File: config.mk
export PLATFORM = sky130hd
export DESIGN_NAME = out_port_arbiter
export DESIGN_NICKNAME = d
export VERILOG_FILES = /design/src/rtl/out_port_arbiter.sv
export SDC_FILE = /design/constraint.sdc
export NUM_CORES = 1
export LEC_CHECK = 0
export CAP_MARGIN = 30
export CORE_MARGIN = 8
export CORE_UTILIZATION = 48
export DETAILED_ROUTE_END_ITERATION = 10
export PLACE_DENSITY = 0.81
export SETUP_SLACK_MARGIN = 0.2
export SYNTH_ARGS = -nofsm -noshare
export SYNTH_HDL_FRONTEND = slang
export SYNTH_SLANG_ARGS = --single-unit
File: constraint.sdc
create_clock -name clk -period 6.6 [get_ports clk]
set_input_delay 0.66 -clock clk [delete_from_list [all_inputs] [get_ports clk]]
set_output_delay 0.66 -clock clk [all_outputs]
set_load 0.005 [all_outputs]
File: src/rtl/out_port_arbiter.sv
// Wormhole switch allocator for one mesh-router output port: round-robin
// arbitration on head flits, grant held until the tail flit passes, registered output stage.
module out_port_arbiter #(
  parameter int FLIT_W = 8,
  parameter int NUM_IN = 5
) (
  input  logic                     clk,
  input  logic                     rst,
  input  logic [NUM_IN-1:0]        req,
  input  logic [NUM_IN-1:0]        valid,
  input  logic [NUM_IN*FLIT_W-1:0] flit_in,
  input  logic                     out_ready,
  output logic [NUM_IN-1:0]        pop,
  output logic [NUM_IN-1:0]        grant,
  output logic [FLIT_W-1:0]        flit_out,
  output logic                     flit_out_valid,
  output logic                     proto_err
);

  typedef enum logic [1:0] {
    FT_BODY     = 2'b00,
    FT_TAIL     = 2'b01,
    FT_HDR      = 2'b10,
    FT_HDR_TAIL = 2'b11
  } flit_type_e;

  typedef enum logic {
    S_IDLE,
    S_LOCKED
  } state_e;

  localparam logic [2:0] LAST_IDX = 3'(NUM_IN - 1);

  state_e                  state_q;
  logic [2:0]              ptr_q;
  logic [2:0]              owner_q;
  logic                    head_sent_q;
  logic [NUM_IN-1:0]       grant_q;
  logic [FLIT_W-1:0]       flit_out_q;
  logic                    flit_out_valid_q;
  logic                    proto_err_q;

  flit_type_e              in_type [NUM_IN];
  logic [NUM_IN-1:0]       cand;
  logic [NUM_IN-1:0]       bad_head;
  logic                    win_found;
  logic [2:0]              win_d;
  logic [2:0]              scan;
  logic [NUM_IN-1:0]       grant_d;
  logic [FLIT_W-1:0]       flit_out_d;
  flit_type_e              owner_type;
  logic                    owner_pop;

  // Classify every input's head-of-buffer flit.
  // NOTE: combinational blocks use blocking '=' and give every output a default
  // first, so no path leaves a signal unassigned and no latch is inferred.
  always_comb begin
    cand     = '0;
    bad_head = '0;
    for (int i = 0; i < NUM_IN; i++) begin
      in_type[i]  = flit_type_e'(flit_in[i*FLIT_W + FLIT_W - 2 +: 2]);
      cand[i]     = req[i] && valid[i] &&
                    (in_type[i] == FT_HDR || in_type[i] == FT_HDR_TAIL);
      bad_head[i] = req[i] && valid[i] &&
                    (in_type[i] == FT_BODY || in_type[i] == FT_TAIL);
    end
  end

  // Round-robin scan starting just after the last winner, wrapping 4 -> 0.
  always_comb begin
    win_found = 1'b0;
    win_d     = '0;
    scan      = ptr_q;
    for (int k = 0; k < NUM_IN; k++) begin
      scan = (scan == LAST_IDX) ? 3'd0 : scan + 3'd1;
      if (!win_found && cand[scan]) begin
        win_found = 1'b1;
        win_d     = scan;
      end
    end
    grant_d = {{(NUM_IN-1){1'b0}}, 1'b1} << win_d;
  end

  always_comb begin
    flit_out_d = flit_in[int'(owner_q)*FLIT_W +: FLIT_W];
    owner_type = flit_type_e'(flit_out_d[FLIT_W-1 -: 2]);
    owner_pop  = (state_q == S_LOCKED) && valid[owner_q] && out_ready;
    pop        = '0;
    pop[owner_q] = owner_pop;
  end

  // NOTE: sequential state uses non-blocking '<=' so every register samples
  // the pre-edge values regardless of statement order.
  always_ff @(posedge clk or posedge rst) begin
    if (rst) begin
      state_q          <= S_IDLE;
      ptr_q            <= LAST_IDX;
      owner_q          <= '0;
      head_sent_q      <= 1'b0;
      grant_q          <= '0;
      flit_out_q       <= '0;
      flit_out_valid_q <= 1'b0;
      proto_err_q      <= 1'b0;
    end else begin
      flit_out_valid_q <= 1'b0;
      proto_err_q      <= 1'b0;
      case (state_q)
        S_IDLE: begin
          if (win_found) begin
            state_q     <= S_LOCKED;
            grant_q     <= grant_d;
            ptr_q       <= win_d;
            owner_q     <= win_d;
            head_sent_q <= 1'b0;
          end else begin
            proto_err_q <= |bad_head;
          end
        end
        S_LOCKED: begin
          if (owner_pop) begin
            flit_out_q       <= flit_out_d;
            flit_out_valid_q <= 1'b1;
            head_sent_q      <= 1'b1;
            // A head flit after the packet's own head is forwarded but flagged.
            proto_err_q      <= head_sent_q &&
                                (owner_type == FT_HDR || owner_type == FT_HDR_TAIL);
            if (owner_type == FT_TAIL || owner_type == FT_HDR_TAIL) begin
              state_q <= S_IDLE;
              grant_q <= '0;
            end
          end
        end
      endcase
    end
  end

  assign grant          = grant_q;
  assign flit_out       = flit_out_q;
  assign flit_out_valid = flit_out_valid_q;
  assign proto_err      = proto_err_q;

  a_pop_onehot0 : assert property (@(posedge clk) disable iff (rst) $onehot0(pop));
  a_pop_owned   : assert property (@(posedge clk) disable iff (rst) (pop & ~grant_q) == '0);
  a_grant_oh0   : assert property (@(posedge clk) disable iff (rst) $onehot0(grant_q));

endmodule

### Word-level counts from Yosys, hierarchy flattened

Cells that the tools add are included.

| cells by class | value |
|---|---|
| shifts and indexed selects | 2 |
| bitwise gates (word level) | 2 |
| multiplexer cells | 45 |
| magnitude comparators | 7 |
| equality and inequality tests | 26 |
| reduce and logical (&&, ||, !) cells | 49 |
| add/subtract/negate cells | 5 |

Operators with widths:

| cell | number |
|---|---|
| 40-bit by 7-bit indexed part select with 8-bit output | 1 |
| 3-bit two-way mux | 10 |
| 2-bit equality test, second input constant | 12 |
| 3-bit by 4-bit less-than comparator with 1-bit output, second input constant | 6 |
| 1-bit logical AND | 23 |
| 1-bit two-way mux | 21 |
| 1-bit binary-select mux with 3-bit select | 6 |
| 3-bit by 1-bit adder with 3-bit output, second input constant | 5 |
| 3-bit equality test, second input constant | 5 |
| 5-bit two-way mux | 3 |
| 2-bit by 1-bit equality test with 1-bit output, second input constant | 6 |
| 1-bit logical OR | 12 |
| 2-bit logical NOT | 5 |
| 5-bit case mux with 2 select lines | 1 |
| 1-bit case mux with 2 select lines | 3 |
| 2-bit AND reduction | 3 |
| 5-bit AND | 1 |
| 5-bit OR reduction | 1 |
| 1-bit by 3-bit << shifter with 5-bit output, first input constant | 1 |
| 1-bit logical NOT | 4 |
| 2-bit by 1-bit inequality test with 1-bit output, second input constant | 2 |
| 1-bit demux with 3-bit select | 1 |
| 3-bit by 1-bit greater-or-equal comparator with 1-bit output, second input constant | 1 |
| 3-bit AND reduction | 1 |
| 2 further kinds | 2 |

| word-level totals | value |
|---|---|
| register bits | 23 |
| logic and storage cells | 144 |
| input bits | 53 |
| output and inout bits | 20 |

### Depth between registers and ports, before layout

Gate-level depths: netlist of the first run.

| depth | value |
|---|---|
| depth in word-level cells | 21 |
| gate-level depth with buffers | 22 |
| gate-level depth less buffers | 16 |

### Least setup slack after synthesis of the first run

Ideal clock, no wire load.

| path | value |
|---|---|
| path kind | reg2reg |
| start | reg ptr_q[0] |
| end | reg owner_q[2] |
| period minus slack after synthesis | 5116 ps |
| arrival time | 4997 ps |
| buffers on the path | 5 |
| setup time | 119 ps |
| required time | 6481 ps |
| slack | 1484 ps |
| stages on the path, launching flop included | 22 |
| path through | dfrtp_1 clkbuf_1 buf_2 clkbuf_1 inv_1 ha_1 a21oi_1 inv_1 ha_1 o21ai_1 a22oi_2 ha_1 clkbuf_1 a311o_1 o211ai_2 mux2i_1 o2111a_1 and4bb_2 o311ai_2 and2_1 buf_2 o21a_1 |

| between the ends | value |
|---|---|
| word-level cells in the longest chain between the ends | 18 |
| elaborated cells on any way between the ends | 44 |
| classes of those cells | add/sub: 5; eq/ne: 5; mux: 25; reduce/logical: 9 |

RTL lines:

| what | RTL line | source |
|---|---|---|
| start, declared | 35 | `logic [2:0] ptr_q;` |
| start signal, assigned | 112 | `ptr_q <= win_d;` |
| 3-bit by 1-bit adder with 3-bit output / 3-bit equality test (equally long branches) | 75 | `scan = (scan == LAST_IDX) ? 3'd0 : scan + 3'd1;` |
| 3-bit two-way mux * | 75 |  |
| parallel branches: the longest is 16 deep, another holds 3-bit by 1-bit adder with 3-bit output | -- |  |
| end signal, assigned | 113 | `owner_q <= win_d;` |
| end, declared | 36 | `logic [2:0] owner_q;` |

Every way passes the cells marked *. The select of a mux whose other input is x is not followed.
A chain may end at the register's enable or synchronous reset.

### Worst setup path in the final report of the first run

| path | value |
|---|---|
| start | reg ptr_q[1] |
| end | reg grant_q[3] (netlist: grant[3]) |

| between the ends | value |
|---|---|
| word-level cells in the longest chain between the ends | 20 |
| elaborated cells on any way between the ends | 48 |
| classes of those cells | add/sub: 5; eq/ne: 6; shift: 1; mux: 27; reduce/logical: 9 |

RTL lines:

| what | RTL line | source |
|---|---|---|
| 3-bit by 1-bit adder with 3-bit output / 3-bit equality test (equally long branches) | 75 |  |
| 3-bit two-way mux * | 75 |  |
| parallel branches: the longest is 18 deep, another holds 3-bit by 1-bit adder with 3-bit output | -- |  |
| end signal, assigned | 111 | `grant_q <= grant_d;` |
| end, declared | 38 | `logic [NUM_IN-1:0] grant_q;` |

Marked as above.

==> flow_metrics.tcl, run 1 <==
set metrics [dict create \
    synth.largest_area_cell "dfrtp_1" \
    die_w_um 87.1 \
    critical_path_required_ns 6.76 \
    die_area_mm2 0.00758 \
    drc 0 \
    cts_sinks 21 \
    ys.warnings.count 0 \
    io_pins 73 \
    die_h_um 87.1 \
    crit_top_cell "ha_1" \
    ir_drop_v 0.000460 \
    globalplace.congestion 0.984 \
    yosys-top-cells-count "33 x nand2_1, 20 x dfrtp_1, 19 x o21ai_0, 18 x nor2_1, 16 x mux2i_1" \
    first_iter_violations 199 \
    port_buffers 72 \
    gr-usage-all-layers_pct 22.1 \
    clk_pin_slew_worst_paths_ns 0.08 \
    dp_hpwl_um 6650 \
    layout_min_cycle_time_ns 5.35 \
    place_ws_ns 1.41 \
    synth.most_common_cell "nand2_1" \
    max_freq_ghz 0.187 \
    cts_buffers 3 \
    htree_levels 1 \
    cts_setup_buffers 0 \
    stdcell_count 431 \
    syn_inst 301 \
    synthDistinctLibCells 65 \
    antenna_found_initial 0 \
    critPathMaxStageDelay_ns 0.78 \
    rows 26 \
    routedWlPerCell_um 19.4 \
    synthTopCellsByArea "dfrtp_1 21%, mux2i_1 6.6%, nand2_1 5.1%, ha_1 4.1%, o21ai_0 3.9%" \
    synth-async-reset-ratio_pct 100 \
    tightest_slew_ns 0.875 \
    relSlewSlack_pct 41.7 \
    tns_ns 0 \
    grt_pass1_vias 2612 \
    cts.path.max_buffers 2 \
    setup_slack_ns 1.25 \
    worstPathArrival_ns 5.51 \
    cap_viol_max_count 0 \
    reg2reg_slack_ns 1.25 \
    wl_um 8360 \
    synth_seq_cells 21 \
    endpoint_kind "flop" \
    final.setup_skew_ns 0.00163 \
    start_util_pct 48.7 \
    cp-start-kind "flop" \
    clock_latency_ns 0.26 \
    rsz0062_at_grt "no" \
    worstPathCellList "inv_1, ha_1, a21oi_1, inv_1, ha_1, o21ai_1, a22oi_2, ha_1, a41oi_1, a21oi_1, o21ai_0, a21o_1, or4b_4, o221ai_1, nor2_1, a21o_1" \
    slew_viol_final 0 \
    ant_nets 0 \
    total_power_mw 1.91 \
    outcome "finished, final reports clean" \
    synth_edf_count 0 \
    cts_tree "done" \
    diodes 0 \
    dp_cells 427 \
    grt_max_degree 22 \
    yosys.area.top_type_share_pct 20.7 \
    critPathSlowestCell "dfrtp_1" \
    crit_fanout 20 \
    layout.nets 423 \
    root_buffer "clkbuf_8" \
    synth_flop_cell "dfrtp_1" \
    synth-seq-area-share_pct 21.7 \
    ctsHoldBuffers 0 \
    synth_area_mm2 0.00242 \
    finalCritPeriodShare_pct 81.1 \
    setup_viol 0 \
    dr.pass1.iters 4 \
    synthesis.nets 362 \
    num_vias 2690 \
    power.density_mw_per_mm2 594 \
    criticalPathCategory "flop to flop" \
    syn_to_final_growth_pct 32.3 \
    cts_resized 0 \
    grt-ovfl-total 0 \
    drive_gt1_share_pct 8.03 \
    hold_viol_final 0 \
    coreArea_mm2 0.00498 \
    fillers 456 \
    syn_avg_cell_area_um2 8.05 \
    hold_class "flop to flop" \
    via_per_inst 6.24 \
    grt_first_pass_wirelength_um 13500 \
    p_leak_nw 1.28 \
]
## cells in the final DEF, fill, tap and decap left out, types with 7 or more instances in the layout
cell type        Yosys  final
and3_1               7      7
nand3_1             12     12
nand2_1             33     33
inv_1               15     15
clkdlybuf4s50_1      0     72
nor2_1              18     18
nand4_1              8      8
a21oi_1             12     12
o21ai_0             19     19
mux2i_1             16     16
ha_1                 8      8
dfrtp_1             20     20
## state kept, by name (all words and copies together), names as in the netlist
| signal | cells |
|---|---|
| flit_out | 8 |
| flit_out_valid | 1 |
| state_q | 1 |
| proto_err | 1 |
| owner_q | 1 |
| head_sent_q | 1 |
| ptr_q | 3 |
| grant | 5 |
## worst paths after layout
check                            start           to  cells after the start
max                           ptr_q[1]     grant[3]                     16
max reg2reg                   ptr_q[1]     grant[3]                     16
min                        flit_out[2]  flit_out[2]                      2
min reg2reg                flit_out[2]  flit_out[2]                      2
max in group asynchronous          rst    proto_err                      2
min in group asynchronous          rst  flit_out[2]                      2
## layout make-up
cell class / count / area, um^2 / area share (%)
Clock buffer: 3 / 41.3 / 1.29
Clock inverter: 1 / 7.51 / 0.234
Inverter: 15 / 56.3 / 1.76
Multi-Input combinational cell: 247 / 1750 / 54.6
Sequential cell: 21 / 527 / 16.4
Tap cell: 70 / 87.6 / 2.73
Timing Repair Buffer: 74 / 736 / 22.9
## worst max-delay path, delay by kind of cell, from the launching register on
family	cells	cell delay, ns
AOI/OAI and AO/OA	9	2.49
adders and majority gates	3	1.03
buffers and inverters	2	0.37
DFF	1	0.78
and+or+nand+nor	2	0.56
## power breakdown
part | total, mW | internal [mW] | switching [mW] | leakage, nW
clock network | 0.0877 | 0.0426 | 0.0451 | 0.0217
registers | 0.270 | 0.187 | 0.0834 | 0.264
logic | 1.55 | 0.633 | 0.915 | 0.999
## logic make-up (layout without fill, tap and decap cells)
logic type | after synthesis | count (layout) | synth area share [%]
flops | 21 | 21 | 21.7
fa+ha+maj | 8 | 8 | 4.13
simple gates | 117 | 117 | 25.9
xor+xnor | 2 | 2 | 0.723
buf+inv | 33 | 93 | 5.99
mux | 23 | 23 | 11.7
compound gates | 97 | 97 | 29.8
## metal layers
layer / GRT usage, % / vias to the layer above / routed length, um
met5: 0 / - / 0
met4: 2.82 / 0 / 102
met3: 5.75 / 12 / 657
met2: 35.4 / 103 / 3690
met1: 29.7 / 1299 / 3910
li1: - / 1276 / -
## through the flow
stage	instance area, um^2	utilization [%]	hold WS (ns)
3_5_place_dp	3160	63.4	0.470
4_1_cts	3210	64.4	0.488
3_3_place_gp	3160	63.4	0.459
6_report	3210	64.4	0.483
2_1_floorplan	2420	-	0.449
5_1_grt	3210	64.4	0.526
Note: power is estimated with default switching activity, not from simulation.
==> run 2, diff against run 1 <==
--- a/config.mk
+++ b/config.mk
@@ -7,9 +7,9 @@
 export LEC_CHECK = 0
 export CAP_MARGIN = 30
 export CORE_MARGIN = 8
-export CORE_UTILIZATION = 48
+export CORE_UTILIZATION = 44
 export DETAILED_ROUTE_END_ITERATION = 10
-export PLACE_DENSITY = 0.81
+export PLACE_DENSITY = 0.79
 export SETUP_SLACK_MARGIN = 0.2
 export SYNTH_ARGS = -nofsm -noshare
 export SYNTH_HDL_FRONTEND = slang
==> constraint.sdc (replaced) <==
create_clock -name clk -period 4.75 [get_ports clk]
set_input_delay 0.475 -clock clk [delete_from_list [all_inputs] [get_ports clk]]
set_output_delay 0.475 -clock clk [all_outputs]
set_load 0.005 [all_outputs]
==> run 2 against run 1 <==
Setup slack lost 0.64 ns. Total power rose by 41%. Clock power up 32%. Design area grew 1.3%. Maximum frequency grew 29%. Worst hold slack got worse by 0.0034 ns. Critical endpoint is now ptr_q[1]. Via count is the same. Die area grew 7.4%. Count of clock-buffer cells in the layout is the same. Flip-flop and latch count stayed put. Utilization fell by 4.3 points. Non-clock buffer count up 4.
==> flow_metrics.tcl, run 2 (synthesized netlist as in run 1, its figures left out) <==
set metrics [dict create \
    outcome "finished, final reports clean" \
    crit_buf_inv 2 \
    setup_slack_ns 0.608 \
    layout_min_cycle_time_ns 4.14 \
    cts_buffers 3 \
    critical_path_required_ns 4.92 \
    wl_um 8110 \
    drive_gt1_share_pct 9.32 \
    root_buffer "clkbuf_8" \
    htree_levels 1 \
    critical-path-top-delay-family "simple AND/OR/NAND/NOR gates" \
    tns_ns 0 \
    start_util_pct 44.8 \
    ctsHoldBuffers 0 \
    cp-start-kind "flop" \
    relSlewSlack_pct 47.6 \
    holdWs_ns 0.479 \
    cts_setup_buffers 0 \
    final_util_pct 60.1 \
    drc 0 \
    dp_cells 433 \
    die_w_um 90.2 \
    fin_area_mm2 0.00325 \
    first_iter_violations 169 \
    final.setup_skew_ns 0.00379 \
    critPathSlowestCell "o311ai_2" \
    rows 27 \
    setup_viol 0 \
    worstPathArrival_ns 4.32 \
    tightest_slew_ns 0.785 \
    cap_viol_max_count 0 \
    dr.pass1.iters 6 \
    rsz0062_at_grt "no" \
    clk_pin_slew_worst_paths_ns 0.08 \
    finalCritPeriodShare_pct 87.2 \
    globalplace.congestion 0.987 \
    fillers 491 \
    grt_pass1_vias 2577 \
    coreArea_mm2 0.00541 \
    cts_resized 0 \
    layout_commonest_cell "clkdlybuf4s50_1" \
    cts.path.max_buffers 2 \
    p_leak_nw 1.31 \
    grt_max_degree 30 \
    diodes 0 \
    max_freq_ghz 0.241 \
    layout.nets 427 \
    grt_first_pass_wirelength_um 13400 \
    port_buffers 72 \
    grt-ovfl-total 0 \
    die_h_um 90.2 \
    via_per_inst 6.16 \
    layout_common_cells "72 x clkdlybuf4s50_1, 33 x nand2_1, 20 x dfrtp_1" \
    num_vias 2690 \
    slew_viol_final 0 \
    hold_class "flop to flop" \
    power.density_mw_per_mm2 825 \
    cts_sinks 21 \
    die_area_mm2 0.00814 \
    post_dp_cell_area_mm2 0.00320 \
    gr-usage-all-layers_pct 19.6 \
    critPathMaxStageDelay_ns 0.47 \
    endpoint_kind "flop" \
    total_power_mw 2.68 \
    place_ws_ns 0.669 \
    worstPathCellList "inv_1, ha_1, a21oi_4, inv_1, ha_1, or3b_1, and3_1, o311ai_4, nand4_4, nor3_1, o31ai_1, o311ai_2, and2_1, mux2i_1" \
    io_pins 73 \
    dp_hpwl_um 6520 \
    antenna_found_initial 0 \
    ir_drop_v 0.000545 \
    largest_reg_flops 8 \
    stdcell_count 437 \
    hold_viol_final 0 \
    clock_latency_ns 0.26 \
    routedWlPerCell_um 18.6 \
    criticalPathCategory "flop to flop" \
    cts_tree "done" \
    crit_fanout 17 \
    syn_to_final_growth_pct 34.0 \
    ant_nets 0 \
]
==> run 2: layout make-up <==
| type | count | area, um^2 | area share, % |
|---|---|---|---|
| tap | 72 | 90.1 | 2.77 |
| inverter | 15 | 56.3 | 1.73 |
| timing repair buffer | 78 | 766 | 23.6 |
| sequential | 21 | 527 | 16.2 |
| clock buffer | 3 | 41.3 | 1.27 |
| clock inverter | 1 | 5.00 | 0.154 |
| multi-input combinational | 247 | 1760 | 54.3 |
==> run 2: power by group <==
group	total [mW]	switching, mW	leakage [nW]	internal (mW)
clock network	0.116	0.0577	0.0255	0.0584
logic	2.22	1.31	1.02	0.912
registers	0.339	0.0781	0.264	0.260
total	2.68	1.45	1.31	1.23
==> run 2: path summary, 6_finish.rpt <==
kind | from | end | slack [ns] | cells past startpoint
setup / recovery | ptr_q[0] | ptr_q[1] | 0.61 | 14
hold / removal | flit_out[6] | flit_out[6] | 0.48 | 2
setup reg to reg | ptr_q[0] | ptr_q[1] | 0.61 | 14
hold reg to reg | flit_out[6] | flit_out[6] | 0.48 | 2
max in group asynchronous | rst | head_sent_q | 3.59 | 2
min in group asynchronous | rst | flit_out[4] | 0.66 | 2
==> run 2: worst min-delay path, stage by stage, from the launching register on <==
cell	delay [ns]
dfrtp_1	0.35
nand2_1	0.05
nand2_1	0.05
==> run 2: routing by layer <==
metal,up-vias,GRT usage (%),share of wire (%),wire [um]
met5,-,0,0,0
met1,1266,25.8,46,3760
li1,1283,-,-,-
met4,0,5.13,1.8,143
met3,12,5.07,7.8,633
met2,129,31.0,44,3570
==> run 3, diff against run 2 <==
--- a/config.mk
+++ b/config.mk
@@ -6,10 +6,11 @@
 export NUM_CORES = 1
 export LEC_CHECK = 0
 export CAP_MARGIN = 30
-export CORE_MARGIN = 8
-export CORE_UTILIZATION = 44
+export CELL_PAD_IN_SITES_DETAIL_PLACEMENT = 2
+export CELL_PAD_IN_SITES_GLOBAL_PLACEMENT = 2
+export CORE_UTILIZATION = 24
 export DETAILED_ROUTE_END_ITERATION = 10
-export PLACE_DENSITY = 0.79
+export PLACE_DENSITY_LB_ADDON = 0.1
 export SETUP_SLACK_MARGIN = 0.2
 export SYNTH_ARGS = -nofsm -noshare
 export SYNTH_HDL_FRONTEND = slang
==> run 3 against run 2 <==
Combinational power increased by 23%. Cell count increased by 16%. Sequential power decreased by 4%. Die area increased by 29%. Sequential share of layout area decreased by 0.92 points. Clock skew decreased by 0.0016 ns. Clock power increased by 12%. Count of clock-buffer cells in the layout unchanged. First-iteration DRC count decreased by 48%. Total power increased by 19%. Utilization decreased by 25 points. Non-clock buffer count increased by 11. Largest cell class unchanged. Highest routed layer unchanged.
==> flow_metrics.tcl, run 3 (synthesized netlist as in run 1, its figures left out) <==
set metrics [dict create \
    fin_area_mm2 0.00344 \
    critical-path-top-delay-family "compound AO/OA/AOI/OAI gates" \
    multi_input_area_mm2 0.00180 \
    cts_buffers 3 \
    tns_ns 0 \
    p_leak_nw 1.38 \
    regArea_um2 527 \
    port_buffers 72 \
    rsz0062_at_grt "no" \
    endpoint_kind "flop" \
    worstPathCellList "inv_1, ha_1, a21oi_4, inv_1, ha_1, o21ai_1, a22oi_2, buf_4, ha_1, o2111ai_1, nand4_4, and2_1, o31ai_1, o311ai_4, and2_2, a21oi_1" \
    crit_buf_inv 3 \
    place_ws_ns 0.214 \
    grt-ovfl-total 0 \
    globalplace.congestion 0.826 \
    cts_tree "done" \
    diodes 0 \
    slew_viol_final 0 \
    start_util_pct 24.8 \
    ant_nets 0 \
    io_pins 73 \
    holdWs_ns 0.487 \
    stdcell_count 509 \
    layout_commonest_cell "clkdlybuf4s50_1" \
    max_freq_ghz 0.233 \
    crit_fanout 11 \
    grt_use_met3_pct 2.44 \
    num_vias 2733 \
    worstPathArrival_ns 4.46 \
    htree_levels 1 \
    clock_latency_ns 0.27 \
    cap_viol_max_count 0 \
    hold_viol_final 0 \
    layout.nets 438 \
    hold_class "flop to flop" \
    outcome "finished, final reports clean" \
    fillers 1152 \
    cts.path.max_buffers 2 \
    top_usage_layer "met2" \
    rows 36 \
    dp_cells 495 \
    grt_use_met1_pct 26.6 \
    layout_min_cycle_time_ns 4.29 \
    drive_gt1_share_pct 13.3 \
    cts_sinks 21 \
    wl_um 10300 \
    routedWlPerCell_um 20.3 \
    layout_common_cells "72 x clkdlybuf4s50_1, 33 x nand2_1, 20 x dfrtp_1" \
    final.setup_skew_ns 0.00217 \
    critPathMaxStageDelay_ns 0.43 \
    drc 0 \
    critical_path_required_ns 4.93 \
    criticalPathCategory "flop to flop" \
    relSlewSlack_pct 41.7 \
    finalCritPeriodShare_pct 90.3 \
    die_w_um 102 \
    die_h_um 102 \
    antenna_found_initial 0 \
    largest_reg_flops 8 \
    grt_max_degree 30 \
    root_buffer "clkbuf_8" \
    setup_slack_ns 0.461 \
    grt_first_pass_wirelength_um 15500 \
    syn_to_final_growth_pct 42.1 \
    crit_top_cell "ha_1" \
    coreArea_mm2 0.00977 \
    setup_viol 0 \
    dr.pass1.iters 4 \
    post_dp_cell_area_mm2 0.00329 \
    first_iter_violations 88 \
    grt_pass1_vias 2784 \
    die_area_mm2 0.0105 \
    power.density_mw_per_mm2 925 \
    cp-start-kind "flop" \
    dp_hpwl_um 8050 \
    ctsHoldBuffers 0 \
    grtUsageMet2_pct 33.3 \
    critPathSlowestCell "ha_1" \
    ir_drop_v 0.000373 \
    gr-usage-all-layers_pct 19.5 \
    tightest_slew_ns 0.874 \
    via_per_inst 5.37 \
    clk_pin_slew_worst_paths_ns 0.09 \
]
-- run 3: final timing paths --
check / startpoint / end / slack, ns / depth (start not counted)
max: ptr_q[0] / ptr_q[0] / 0.46 / 16
min: head_sent_q / head_sent_q / 0.49 / 1
max reg2reg: ptr_q[0] / ptr_q[0] / 0.46 / 16
min reg2reg: head_sent_q / head_sent_q / 0.49 / 1
max in group asynchronous: rst / flit_out[2] / 3.52 / 2
min in group asynchronous: rst / flit_out[6] / 0.69 / 2
-- run 3: stage by stage --
stage	power (mW)	utilization [%]
after floorplan	1.99	-
after global placement	2.63	33.6
after detailed placement	2.68	33.6
after CTS	2.87	34.2
after global routing	3.45	35.2
final	3.19	35.2
-- run 3: cell type report --
type,count,share of cell area [%]
multi-input combinational,247,52.2
timing repair buffer,89,24.6
sequential,21,15.3
tap,133,4.83
inverter,15,1.63
clock buffer,3,1.20
clock inverter,1,0.218
-- run 3: worst register-to-register path, cell delays in order, from the launching register on --
cell,delay (ns)
dfrtp_1,0.35
inv_1,0.10
ha_1,0.31
a21oi_4,0.25
inv_1,0.09
ha_1,0.22
o21ai_1,0.17
a22oi_2,0.12
buf_4,0.20
ha_1,0.43
o2111ai_1,0.35
nand4_4,0.25
and2_1,0.22
o31ai_1,0.43
o311ai_4,0.19
and2_2,0.29
a21oi_1,0.24
-- run 3: what timing repair did --
item | 4_1_cts | 5_1_grt
setup endpoints to repair | 1 | 10
pin swaps | 0 | 3
buffers inserted | 0 | 10
gates resized for setup | 1 | 8
-- run 3: layer usage --
layer / share of wire, % / wire [um]
met4: 1.0 / 106
met1: 47 / 4840
met2: 49 / 5070
met3: 3.0 / 305
met5: 0 / 0
-- run 3: report_power, final --
group	internal, mW	switching (mW)
Sequential	0.260	0.0645
Combinational	1.17	1.56
Clock	0.0596	0.0701
